==> src/rtl/phase_error_tdc_if.sv <==
// Result handshake between the phase-error TDC and the loop filter.
// The TDC drives a signed error with flags, and the consumer returns err_ready.
interface phase_error_tdc_if #(
    parameter int CNT_W = 12
);
    logic signed [CNT_W:0] phase_err;
    logic                  lead;
    logic                  timeout;
    logic                  err_valid;
    logic                  err_ready;

    modport master (
        output phase_err, lead, timeout, err_valid,
        input  err_ready
    );

    modport slave (
        input  phase_err, lead, timeout, err_valid,
        output err_ready
    );
endinterface

==> src/rtl/phase_error_tdc.sv <==
// Signed, cycle-resolution TDC for the ADPLL phase-error path: it measures the clk cycles
// between ref and feedback rising edges and reports lead/lag and timeout over a valid/ready handshake.
module phase_error_tdc #(
    parameter int CNT_W       = 12,
    parameter int TIMEOUT     = 4095,
    parameter int SYNC_STAGES = 2,
    parameter int DROP_W      = 8
) (
    input  logic              clk,
    input  logic              reset,
    input  logic              enable,
    input  logic              ref_signal,
    input  logic              feedback_signal,
    phase_error_tdc_if.master err_if,
    output logic              busy,
    output logic [DROP_W-1:0] drop_count
);

    localparam logic [CNT_W-1:0] TIMEOUT_CNT = CNT_W'(TIMEOUT);

    typedef enum logic [1:0] {IDLE, REF_FIRST, FB_FIRST, HOLD} state_t;

    state_t                 state;
    logic [CNT_W-1:0]       cnt;
    logic [SYNC_STAGES-1:0] ref_sync;
    logic [SYNC_STAGES-1:0] fb_sync;
    logic                   ref_dly;
    logic                   fb_dly;
    logic                   ref_edge;
    logic                   fb_edge;

    // Both inputs see the same pipeline depth, so their relative timing is preserved.
    always_ff @(posedge clk) begin
        if (reset) begin
            ref_sync <= '0;
            fb_sync  <= '0;
            ref_dly  <= 1'b0;
            fb_dly   <= 1'b0;
        end else begin
            ref_sync[0] <= ref_signal;
            fb_sync[0]  <= feedback_signal;
            for (int i = 1; i < SYNC_STAGES; i++) begin
                ref_sync[i] <= ref_sync[i-1];
                fb_sync[i]  <= fb_sync[i-1];
            end
            ref_dly <= ref_sync[SYNC_STAGES-1];
            fb_dly  <= fb_sync[SYNC_STAGES-1];
        end
    end

    assign ref_edge = ref_sync[SYNC_STAGES-1] & ~ref_dly;
    assign fb_edge  = fb_sync[SYNC_STAGES-1] & ~fb_dly;

    always_ff @(posedge clk) begin
        if (reset) begin
            state            <= IDLE;
            cnt              <= '0;
            err_if.phase_err <= '0;
            err_if.lead      <= 1'b0;
            err_if.timeout   <= 1'b0;
            err_if.err_valid <= 1'b0;
            busy             <= 1'b0;
            drop_count       <= '0;
        end else begin
            case (state)
                IDLE: begin
                    if (enable) begin
                        if (ref_edge && fb_edge) begin
                            err_if.phase_err <= '0;
                            err_if.lead      <= 1'b0;
                            err_if.timeout   <= 1'b0;
                            err_if.err_valid <= 1'b1;
                            state            <= HOLD;
                        end else if (ref_edge) begin
                            cnt   <= CNT_W'(1);
                            busy  <= 1'b1;
                            state <= REF_FIRST;
                        end else if (fb_edge) begin
                            cnt   <= CNT_W'(1);
                            busy  <= 1'b1;
                            state <= FB_FIRST;
                        end
                    end
                end

                // Closing edge is checked before the timeout, so an edge landing on the
                // last counted cycle still reports a real measurement.
                REF_FIRST: begin
                    if (!enable) begin
                        busy  <= 1'b0;
                        state <= IDLE;
                    end else if (fb_edge || cnt == TIMEOUT_CNT) begin
                        err_if.phase_err <= $signed({1'b0, cnt});
                        err_if.lead      <= 1'b1;
                        err_if.timeout   <= ~fb_edge;
                        err_if.err_valid <= 1'b1;
                        busy             <= 1'b0;
                        state            <= HOLD;
                    end else begin
                        cnt <= cnt + 1'b1;
                    end
                end

                FB_FIRST: begin
                    if (!enable) begin
                        busy  <= 1'b0;
                        state <= IDLE;
                    end else if (ref_edge || cnt == TIMEOUT_CNT) begin
                        err_if.phase_err <= -$signed({1'b0, cnt});
                        err_if.lead      <= 1'b0;
                        err_if.timeout   <= ~ref_edge;
                        err_if.err_valid <= 1'b1;
                        busy             <= 1'b0;
                        state            <= HOLD;
                    end else begin
                        cnt <= cnt + 1'b1;
                    end
                end

                // Reference edges that arrive while a result is waiting are counted as lost.
                HOLD: begin
                    if (ref_edge && drop_count != '1) begin
                        drop_count <= drop_count + 1'b1;
                    end
                    if (err_if.err_ready) begin
                        err_if.err_valid <= 1'b0;
                        state            <= IDLE;
                    end
                end

                default: state <= IDLE;
            endcase
        end
    end

endmodule
==> src/flat_wrapper.sv <==
// flat-port wrapper written by rule: the top's interface ports become plain ports
module phase_error_tdc_flat 
#(
    parameter int CNT_W       = 12,
    parameter int TIMEOUT     = 4095,
    parameter int SYNC_STAGES = 2,
    parameter int DROP_W      = 8
)
  (clk, reset, enable, ref_signal, feedback_signal, busy, drop_count, err_if_phase_err, err_if_lead, err_if_timeout, err_if_err_valid, err_if_err_ready);
  phase_error_tdc_if #(.CNT_W(CNT_W)) err_if_i ();
  input  logic clk;
  input  logic reset;
  input  logic enable;
  input  logic ref_signal;
  input  logic feedback_signal;
  output logic busy;
  output logic [DROP_W-1:0] drop_count;
  output wire logic [$bits(err_if_i.phase_err)-1:0] err_if_phase_err;
  output wire logic [$bits(err_if_i.lead)-1:0] err_if_lead;
  output wire logic [$bits(err_if_i.timeout)-1:0] err_if_timeout;
  output wire logic [$bits(err_if_i.err_valid)-1:0] err_if_err_valid;
  input wire logic [$bits(err_if_i.err_ready)-1:0] err_if_err_ready;
  assign err_if_phase_err = err_if_i.phase_err;
  assign err_if_lead = err_if_i.lead;
  assign err_if_timeout = err_if_i.timeout;
  assign err_if_err_valid = err_if_i.err_valid;
  assign err_if_i.err_ready = err_if_err_ready;
  phase_error_tdc #(.CNT_W(CNT_W), .TIMEOUT(TIMEOUT), .SYNC_STAGES(SYNC_STAGES), .DROP_W(DROP_W)) u_core (.clk(clk), .reset(reset), .enable(enable), .ref_signal(ref_signal), .feedback_signal(feedback_signal), .err_if(err_if_i), .busy(busy), .drop_count(drop_count));
endmodule
==> config.mk <==
export PLATFORM = sky130hd
export DESIGN_NAME = phase_error_tdc_flat
export DESIGN_NICKNAME = d
export VERILOG_FILES = /design/src/rtl/phase_error_tdc_if.sv /design/src/rtl/phase_error_tdc.sv /design/src/flat_wrapper.sv
export SDC_FILE = /design/constraint.sdc
export NUM_CORES = 1
export LEC_CHECK = 0
export BUFFER_PORTS_ARGS = -buffer_cell sky130_fd_sc_hd__buf_2
export CAP_MARGIN = 30
export CORE_UTILIZATION = 40
export DETAILED_ROUTE_END_ITERATION = 7
export GPL_TIMING_DRIVEN = 0
export PLACE_DENSITY = 0.66
export SETUP_SLACK_MARGIN = 0.05
export SLEW_MARGIN = 20
export SYNTH_ARGS = -nofsm -noshare
export SYNTH_HDL_FRONTEND = slang
export SYNTH_SLANG_ARGS = --single-unit
export TNS_END_PERCENT = 1
==> constraint.sdc <==
create_clock -name clk -period 3.57 [get_ports clk]
set_input_delay 0.5355 -clock clk [delete_from_list [all_inputs] [get_ports clk]]
set_output_delay 0.5355 -clock clk [all_outputs]
set_load 0.005 [all_outputs]
==> results of run 1 <==
==> final timing paths <==
| check | start | endpoint | slack [ps] | depth (start not counted) |
|---|---|---|---|---|
| worst max-delay path | u_core.state[1]$_SDFFE_PP0P_ | u_core.cnt[9]$_SDFFE_PP0P_ | 800 | 10 |
| worst min-delay path | ref_signal | u_core.ref_sync[0]$_SDFF_PP0_ | 430 | 2 |
| worst max register to register | u_core.state[1]$_SDFFE_PP0P_ | u_core.cnt[9]$_SDFFE_PP0P_ | 800 | 10 |
| worst min register to register | u_core.fb_sync[0]$_SDFF_PP0_ | u_core.fb_sync[1]$_SDFF_PP0_ | 450 | 1 |
==> sequential cells by signal, summed over array words and instances, names as in the netlist <==
register and count:
u_core.state 2, u_core.err_if.lead 1, u_core.fb_dly 1, u_core.ref_sync 2, u_core.busy 1, u_core.ref_dly 1, u_core.err_if.phase_err 13, u_core.drop_count 8
u_core.cnt 12, u_core.fb_sync 2, u_core.err_if.err_valid 1, u_core.err_if.timeout 1
==> synth_stat cells, drive strengths merged, types with 10 or more instances <==
cell type	number	area, um^2
nor2	31	116
nor3	10	50.1
a21oi	20	100
or4	10	78.8
inv	19	71.3
dfxtp	45	901
or3	10	62.6
a211oi	15	125
buf	12	70.1
nand2	19	71.3
==> logic make-up after synthesis <==
logic type / Yosys count / synth area share
AND/OR/NAND/NOR: 117 / 0.251
AO/OA/AOI/OAI: 78 / 0.226
flip-flops: 45 / 0.365
buffers and inverters: 40 / 0.0711
adder cells (fa/ha/maj): 9 / 0.0457
XOR/XNOR: 7 / 0.0249
multiplexers: 4 / 0.0162
==> power groups by stage <==
stage | sequential [mW] | combinational (mW) | clock [mW]
2_1_floorplan | 0.645 | 0.664 | 0
3_3_place_gp | 0.645 | 0.886 | 0
3_5_place_dp | 0.647 | 0.893 | 0
4_1_cts | 0.636 | 0.897 | 0.340
5_1_grt | 0.646 | 1.01 | 0.360
6_report | 0.636 | 0.904 | 0.330
==> per-layer routing <==
metal | track usage | vias up | share of wire
met5 | 0 | - | 0
met4 | 0.0643 | 0 | 0.014
met3 | 0.0386 | 8 | 0.044
met2 | 0.305 | 53 | 0.46
met1 | 0.262 | 1099 | 0.48
li1 | - | 1162 | -
==> final cells by class <==
cell class / count / area [um^2]
multi-input combinational: 215 / 1390
fill: 603 / 3130
buffer: 21 / 104
inverter: 19 / 71.3
timing repair buffer: 29 / 145
clock buffer: 5 / 68.8
tap: 75 / 93.8
clock inverter: 3 / 21.3
sequential: 45 / 901
==> worst max-delay path: stages (launching register included) <==
cell,delay [ps]
dfxtp_1,460
inv_1,130
ha_1,210
buf_6,140
nor2b_4,120
or4_4,490
a211oi_4,290
o211ai_2,130
buf_6,160
or4_1,470
o31ai_1,80
==> cells in the final DEF (no fill, tap or decap), types with 2 or more instances in the layout <==
cell type  synthesis  routed
inv_1             19      19
o31ai_1            9       9
a311oi_1           2       2
nand2_1           19      19
nor3_1            10      10
o32ai_1            2       2
a22oi_1            4       4
nor2b_1            8       8
o41ai_1            2       2
nor4_1             3       3
nand2b_1           4       4
dfxtp_1           45      45
buf_1              2       2
xnor2_1            3       3
mux2i_1            4       4
o21a_1             2       2
buf_6              2       2
xor2_1             4       4
nand4_1            5       5
a2bb2oi_1          2       2
clkbuf_1           9       9
buf_2              8      37
or2_2              2       2
nor2_1            31      31
clkbuf_8           0       5
or4_1              9       9
o221a_2            2       2
o21ai_0            9       9
ha_1               9       9
a21oi_1           20      20
nand3_1            8       8
a211oi_1          14      14
or3_1             10      10
==> per-stage QoR <==
stage	std cells	setup WS, ps
floorplan	300	1040
global placement	404	856
detailed placement	404	855
CTS	412	816
global route	412	684
finish	412	801
==> results.toml, run 1 <==
[drt]
vias = 2322
dr.pass1.iters = 4
avgRoutedWirePerCell_um = 14.5
drtIter0Drc = 115
drt_wl_total_um = 5960
vias_per_cell = 5.64
antenna_left = 0
drc = 0

[timing]
max_freq_mhz = 361
maxSlewViolCount = 0
finalHoldViolCount = 0
relSlewSlack = 0.520
finalCritPeriodShare = 0.776
setup_viol = 0
grt_setup_unrepaired = "no"
period_needed_ps = 2770
hold_slack_ps = 434
max_slew.worst_pin.slew_ps = 713
finalClockSkew_ps = 10.0
setup_tns_ps = 0

[floorplanning]
die_area_mm2 = 0.00648
fp.dieW_um = 80.5
start_util = 0.416
io_pins = 31
fp-row-count = 28
core_area_mm2 = 0.00592
die_y_um = 80.5

[power]
power.internal_mw = 1.08
power_frac_clock = 0.176
peakVddDrop_mv = 0.268
leakage_nw = 1.05
seq_power_share = 0.340
pwr-share-comb = 0.483
total_power_mw = 1.87
switching_share = 0.423
powerDensity_mw_per_mm2 = 669
power.switching_mw = 0.790

[global_routing]
grtUsageTotal = 0.194
grt_antenna_before_repair = 0
grt_pass1_vias = 2016
grt_max_degree = 16
grt_pass1_wl_um = 9710
grt-ovfl-total = 0

[cts]
path_clk_slew_ps = 90
clockRootBuffer = "clkbuf_8"
cts_tree = "done"
clock_sinks = 45
numCtsBuffers = 5
htreeDepth = 2
cts_max_path_buffers = 2
clock_latency_ps = 310
post_cts_buffers = 0
ctsResizeCount = 0
cts-hold-fix-buffers = 0

[setup_path]
end_kind = "register"
cp.required_ps = 3790
start_kind = "register"
crit_type = "reg2reg"
crit_fanout = 10
crit_arrival_ps = 2990

[logic_synthesis]
ys_seq_elements = 45
synth-edff-count = 0
ys_types = 50
ys_async_sr_fraction = 0
syn-mean-instance-area_um2 = 8.22
synth_flop_cell = "dfxtp_1"
synthCells = 300
synth_fp_nets = 315
netlist_area_mm2 = 0.00246
seq_area_frac_synth = 0.365
yosys_warnings = 0

[cells_and_area]
final_layout_size_suffix_gt1_frac = 0.166
antenna_cells_inserted = 0
final_util = 0.472
finalNetCount = 351
finalInstanceArea_mm2 = 0.00279
syn_to_final_growth_pct = 13.4

[flow_run]
maxCapViolCount = 0

[min_path]
min_path_type = "in2reg"

[placement]
io_buffers = 29
postPlaceCellArea_mm2 = 0.00270
place_congestion = 0.836
hpwl_um = 4300

[status]
status = "finished clean"
Power figures use the tool's default switching activity.
==> run 2: changes to the inputs <==
==> constraint.sdc (replaced) <==
create_clock -name clk -period 2.82 [get_ports clk]
set_input_delay 0.423 -clock clk [delete_from_list [all_inputs] [get_ports clk]]
set_output_delay 0.423 -clock clk [all_outputs]
set_load 0.005 [all_outputs]
==> run 2 against run 1 <==
Effect of this change:
- register-to-register slack got worse by 620 ps
- power rose by 27%
- sequential cell count unchanged
- worst setup slack worse by 620 ps
- critical path type unchanged
- highest routed layer unchanged
==> results.toml, run 2 (synthesis results as in run 1) <==
[floorplanning]
die_area_mm2 = 0.00648
fp.dieW_um = 80.5
fp-row-count = 28
die_y_um = 80.5
start_util = 0.416
io_pins = 31
core_area_mm2 = 0.00592

[timing]
grt_setup_unrepaired = "no"
setup_tns_ps = 0
max_slew.worst_pin.slew_ps = 553
layout_setup_ws_ps = 184
finalClockSkew_ps = 9.51
relSlewSlack = 0.631
maxSlewViolCount = 0
period_needed_ps = 2640
setup_viol = 0
finalCritPeriodShare = 0.935
max_freq_mhz = 379
finalHoldViolCount = 0

[cells_and_area]
syn_to_final_growth_pct = 13.7
antenna_cells_inserted = 0
finalNetCount = 351
mostFrequentLayoutCell = "dfxtp_1"
largest_reg_flops = 13
largest_registers = "u_core.err_if.phase_err x13, u_core.cnt x12, u_core.drop_count x8"
final_cells = 412
final_cell_mix = "dfxtp_1 (44), buf_2 (37), nor2_1 (31)"
final_util = 0.473
regMostFlops = "u_core.err_if.phase_err"
final_layout_size_suffix_gt1_frac = 0.175

[cts]
numCtsBuffers = 5
path_clk_slew_ps = 90
cts_max_path_buffers = 2
clock_sinks = 45
clock_latency_ps = 310
post_cts_buffers = 0
clockRootBuffer = "clkbuf_8"
htreeDepth = 2
cts_tree = "done"

[drt]
vias = 2355
antenna_left = 0
avgRoutedWirePerCell_um = 14.5
drtIter0Drc = 98
dr.pass1.iters = 4
drt_wl_total_um = 5990
vias_per_cell = 5.72
drc = 0

[power]
switching_share = 0.423
power.switching_mw = 1.00
pwr-share-comb = 0.484
power.internal_mw = 1.37
total_power_mw = 2.37
peakVddDrop_mv = 0.340
seq_power_share = 0.340
powerDensity_mw_per_mm2 = 847
leakage_nw = 1.05
power_frac_clock = 0.177

[setup_path]
cp.required_ps = 3040
crit_type = "reg2reg"
start_kind = "register"
crit_arrival_ps = 2850
end_kind = "register"
crit_fanout = 10

[placement]
place_congestion = 0.836
place_ws_ps = 105
dp_cells = 404
io_buffers = 29
hpwl_um = 4300

[global_routing]
grt-ovfl-total = 0
grt_pass1_vias = 2016
grt_max_degree = 16
grtUsageTotal = 0.194
grt_antenna_before_repair = 0
grt_pass1_wl_um = 9710

[status]
status = "finished clean"

[min_path]
min_path_type = "in2reg"

[flow_run]
maxCapViolCount = 0
-- run 2: power groups by stage --
| stage | Sequential, mW | Clock, mW | Combinational [mW] |
|---|---|---|---|
| after floorplan | 0.816 | 0 | 0.841 |
| after global placement | 0.817 | 0 | 1.12 |
| after detailed placement | 0.820 | 0 | 1.13 |
| after CTS | 0.805 | 0.430 | 1.14 |
| after global routing | 0.819 | 0.456 | 1.28 |
| final | 0.806 | 0.420 | 1.15 |
-- run 2: metrics by stage --
step / hold slack [ps] / area, um^2
6_report: 320 / 2800
5_1_grt: 315 / 2800
4_1_cts: 318 / 2790
3_5_place_dp: 429 / 2700
3_3_place_gp: 418 / 2700
2_1_floorplan: 414 / 2460
-- run 2: worst paths after layout --
kind	from	endpoint	slack, ps	depth (start not counted)
max	u_core.state[1]$_SDFFE_PP0P_	u_core.cnt[9]$_SDFFE_PP0P_	180	10
min reg2reg	u_core.fb_sync[0]$_SDFF_PP0_	u_core.fb_sync[1]$_SDFF_PP0_	450	1
min	ref_signal	u_core.ref_sync[0]$_SDFF_PP0_	320	2
max reg2reg	u_core.state[1]$_SDFFE_PP0P_	u_core.cnt[9]$_SDFFE_PP0P_	180	10
-- run 2: critical path, stage by stage, from the launching register on --
cell and delay, ps:
dfxtp_2 390, inv_1 100, ha_1 200, buf_6 140
nor2b_4 120, or4_4 490, a211oi_4 260, o211ai_2 130
buf_6 160, or4_1 470, o31ai_1 80
-- run 2: routing by layer --
metal,GRT usage,wire (um),part of all wire
met2,0.305,2750,0.46
met3,0.0386,269,0.045
met5,0,0,0
met1,0.262,2900,0.48
met4,0.0643,73,0.012
-- run 2: repair_timing --
action                                  in CTS  in global routing
gates resized for setup                      0                  4
hold buffers                                 0                  0
endpoints found under the setup margin       0                  9
-- run 2: layout make-up --
cell class                      instances  area (um^2)
Tap cell                               75         93.8
Sequential cell                        45          902
Fill cell                             600         3120
Clock inverter                          3         21.3
Buffer                                 21          105
Multi-Input combinational cell        215         1400
Timing Repair Buffer                   29          145
Inverter                               19         71.3
Clock buffer                            5         68.8
==> run 3: changes to the inputs <==
==> constraint.sdc (replaced) <==
create_clock -name clk -period 2.8 [get_ports clk]
set_input_delay 0.42 -clock clk [delete_from_list [all_inputs] [get_ports clk]]
set_output_delay 0.42 -clock clk [all_outputs]
set_load 0.005 [all_outputs]
==> run 3 against run 2 <==
Effect of this change:
- non-clock buffer count unchanged
- utilization about the same
- clock-buffer cell count unchanged
- hold slack worse by 5.2 ps
- power up 0.94%
- first-iteration DRC count up 13%
- final cell count unchanged
- routed wire length up 0.22%
- cell area about the same
- via count down 0.89%
- worst setup slack better by 4.8 ps
- register-to-register slack about the same
- critical endpoint unchanged
- largest cell class unchanged
==> results.toml, run 3 (synthesis results as in run 1) <==
[timing]
layout_setup_ws_ps = 189
hold_slack_ps = 315
max_freq_mhz = 383
relSlewSlack = 0.636
finalCritPeriodShare = 0.933
maxSlewViolCount = 0
setup_viol = 0
grt_setup_unrepaired = "no"
finalHoldViolCount = 0
period_needed_ps = 2610
finalClockSkew_ps = 10.1
setup_tns_ps = 0
max_slew.worst_pin.slew_ps = 547

[setup_path]
cp.required_ps = 3020
regToRegStartpoint = "u_core.state[1]$_SDFFE_PP0P_"
crit_arrival_ps = 2830
crit_end = "u_core.cnt[9]$_SDFFE_PP0P_"
crit_fanout = 10
max_stage_delay_ps = 490
path_buf_inv = 3
crit_type = "reg2reg"
critPathTopFamily = "simple AND/OR/NAND/NOR gates"
worstPathCellList = "inv_1 -> ha_1 -> buf_6 -> nor2b_4 -> or4_4 -> a211oi_4 -> o211ai_2 -> buf_6 -> or4_1 -> o31ai_1"
worst-path-stages = 10
crit_slowest_cell = "or4_4"
end_kind = "register"
worstReg2RegEnd = "u_core.cnt[9]$_SDFFE_PP0P_"
r2r_setup_slack_ps = 190
crit_path_start = "u_core.state[1]$_SDFFE_PP0P_"
start_kind = "register"
crit_path_frequent_cell = "buf_6"
rr_worst_depth = 10

[floorplanning]
core_area_mm2 = 0.00592
fp-row-count = 28
die_area_mm2 = 0.00648
die_y_um = 80.5
start_util = 0.416
fp.dieW_um = 80.5
io_pins = 31

[status]
status = "finished clean"

[placement]
postPlaceCellArea_mm2 = 0.00270
io_buffers = 29
hpwl_um = 4300
place_congestion = 0.836
place_ws_ps = 85.3

[cells_and_area]
regMostFlops = "u_core.err_if.phase_err"
syn_to_final_growth_pct = 13.8
antenna_cells_inserted = 0
multi_input_area_mm2 = 0.00140
regArea_um2 = 905
final_cell_mix = "dfxtp_1 (44), buf_2 (37), nor2_1 (31)"
largest_reg_flops = 13
finalInstanceArea_mm2 = 0.00281
mostFrequentLayoutCell = "dfxtp_1"
finalNetCount = 351
nFillCells = 601
largest_registers = "u_core.err_if.phase_err x13, u_core.cnt x12, u_core.drop_count x8"
final_util = 0.474
final_layout_size_suffix_gt1_frac = 0.175

[power]
pwr-share-comb = 0.483
switching_share = 0.423
powerDensity_mw_per_mm2 = 855
leakage_nw = 1.06
power.internal_mw = 1.38
seq_power_share = 0.340
peakVddDrop_mv = 0.342
power_frac_clock = 0.177
power.switching_mw = 1.01

[cts]
cts_tree = "done"
clock_latency_ps = 310
cts_max_path_buffers = 2
numCtsBuffers = 5
clockRootBuffer = "clkbuf_8"
clock_sinks = 45
path_clk_slew_ps = 90
htreeDepth = 2
cts-hold-fix-buffers = 0

[global_routing]
grtUsageTotal = 0.194
grt_max_degree = 16
grt-ovfl-total = 0
grt_pass1_wl_um = 9710
grt_pass1_vias = 2016
grt_antenna_before_repair = 0

[drt]
dr.pass1.iters = 4
drt_wl_total_um = 6000
antenna_left = 0
drtIter0Drc = 111
avgRoutedWirePerCell_um = 14.6
vias = 2334
drc = 0
vias_per_cell = 5.67

[flow_run]
maxCapViolCount = 0

[min_path]
min_path_type = "in2reg"
-- run 3: cell counts in the layout (fill, tap and decap cells not counted) --
No cell type changed its count.
-- run 3: what timing repair did --
action | in CTS | in global routing
resized for setup | 1 | 4
pin swaps | 0 | 1
endpoints found under the setup margin | 1 | 10
cloned | 0 | 0
setup buffers | 0 | 0
-- run 3: how the worst min path moves through the flow --
stage | startpoint | end | cells after the start
global route | feedback_signal | u_core.fb_sync[0]$_SDFF_PP0_ | 2
finish | ref_signal | u_core.ref_sync[0]$_SDFF_PP0_ | 2
CTS | ref_signal | u_core.ref_sync[0]$_SDFF_PP0_ | 2
detailed placement | u_core.fb_sync[0]$_SDFF_PP0_ | u_core.fb_sync[1]$_SDFF_PP0_ | 1
floorplan | u_core.fb_sync[0]$_SDFF_PP0_ | u_core.fb_sync[1]$_SDFF_PP0_ | 1
global placement | u_core.fb_sync[0]$_SDFF_PP0_ | u_core.fb_sync[1]$_SDFF_PP0_ | 1
-- run 3: final cells by class --
type | count | share of cell area
Buffer | 21 | 0.0375
Clock buffer | 5 | 0.0245
Clock inverter | 3 | 0.00758
Inverter | 19 | 0.0254
Multi-Input combinational cell | 215 | 0.497
Sequential cell | 45 | 0.322
Tap cell | 75 | 0.0335
Timing Repair Buffer | 29 | 0.0517
-- run 3: power by group through the flow --
stage                     Combinational (mW)  Clock, mW  Sequential, mW
final                                   1.16      0.424           0.815
after floorplan                        0.847          0           0.822
after CTS                               1.14      0.433           0.812
after detailed placement                1.14          0           0.825
after global placement                  1.13          0           0.823
after global routing                    1.29      0.459           0.827
-- run 3: per-layer routing --
metal / share of wire / global-route usage / wire (um) / vias up
met3: 0.040 / 0.0386 / 238 / 7
met2: 0.46 / 0.305 / 2760 / 48
met1: 0.49 / 0.262 / 2930 / 1115
li1: - / - / - / 1164
met4: 0.012 / 0.0643 / 73 / 0
met5: 0 / 0 / 0 / -
-- run 3: stage by stage --
stage / cells / power (mW)
after detailed placement: 404 / 1.96
after CTS: 412 / 2.39
after floorplan: 300 / 1.67
final: 412 / 2.40
after global routing: 412 / 2.57
after global placement: 404 / 1.95
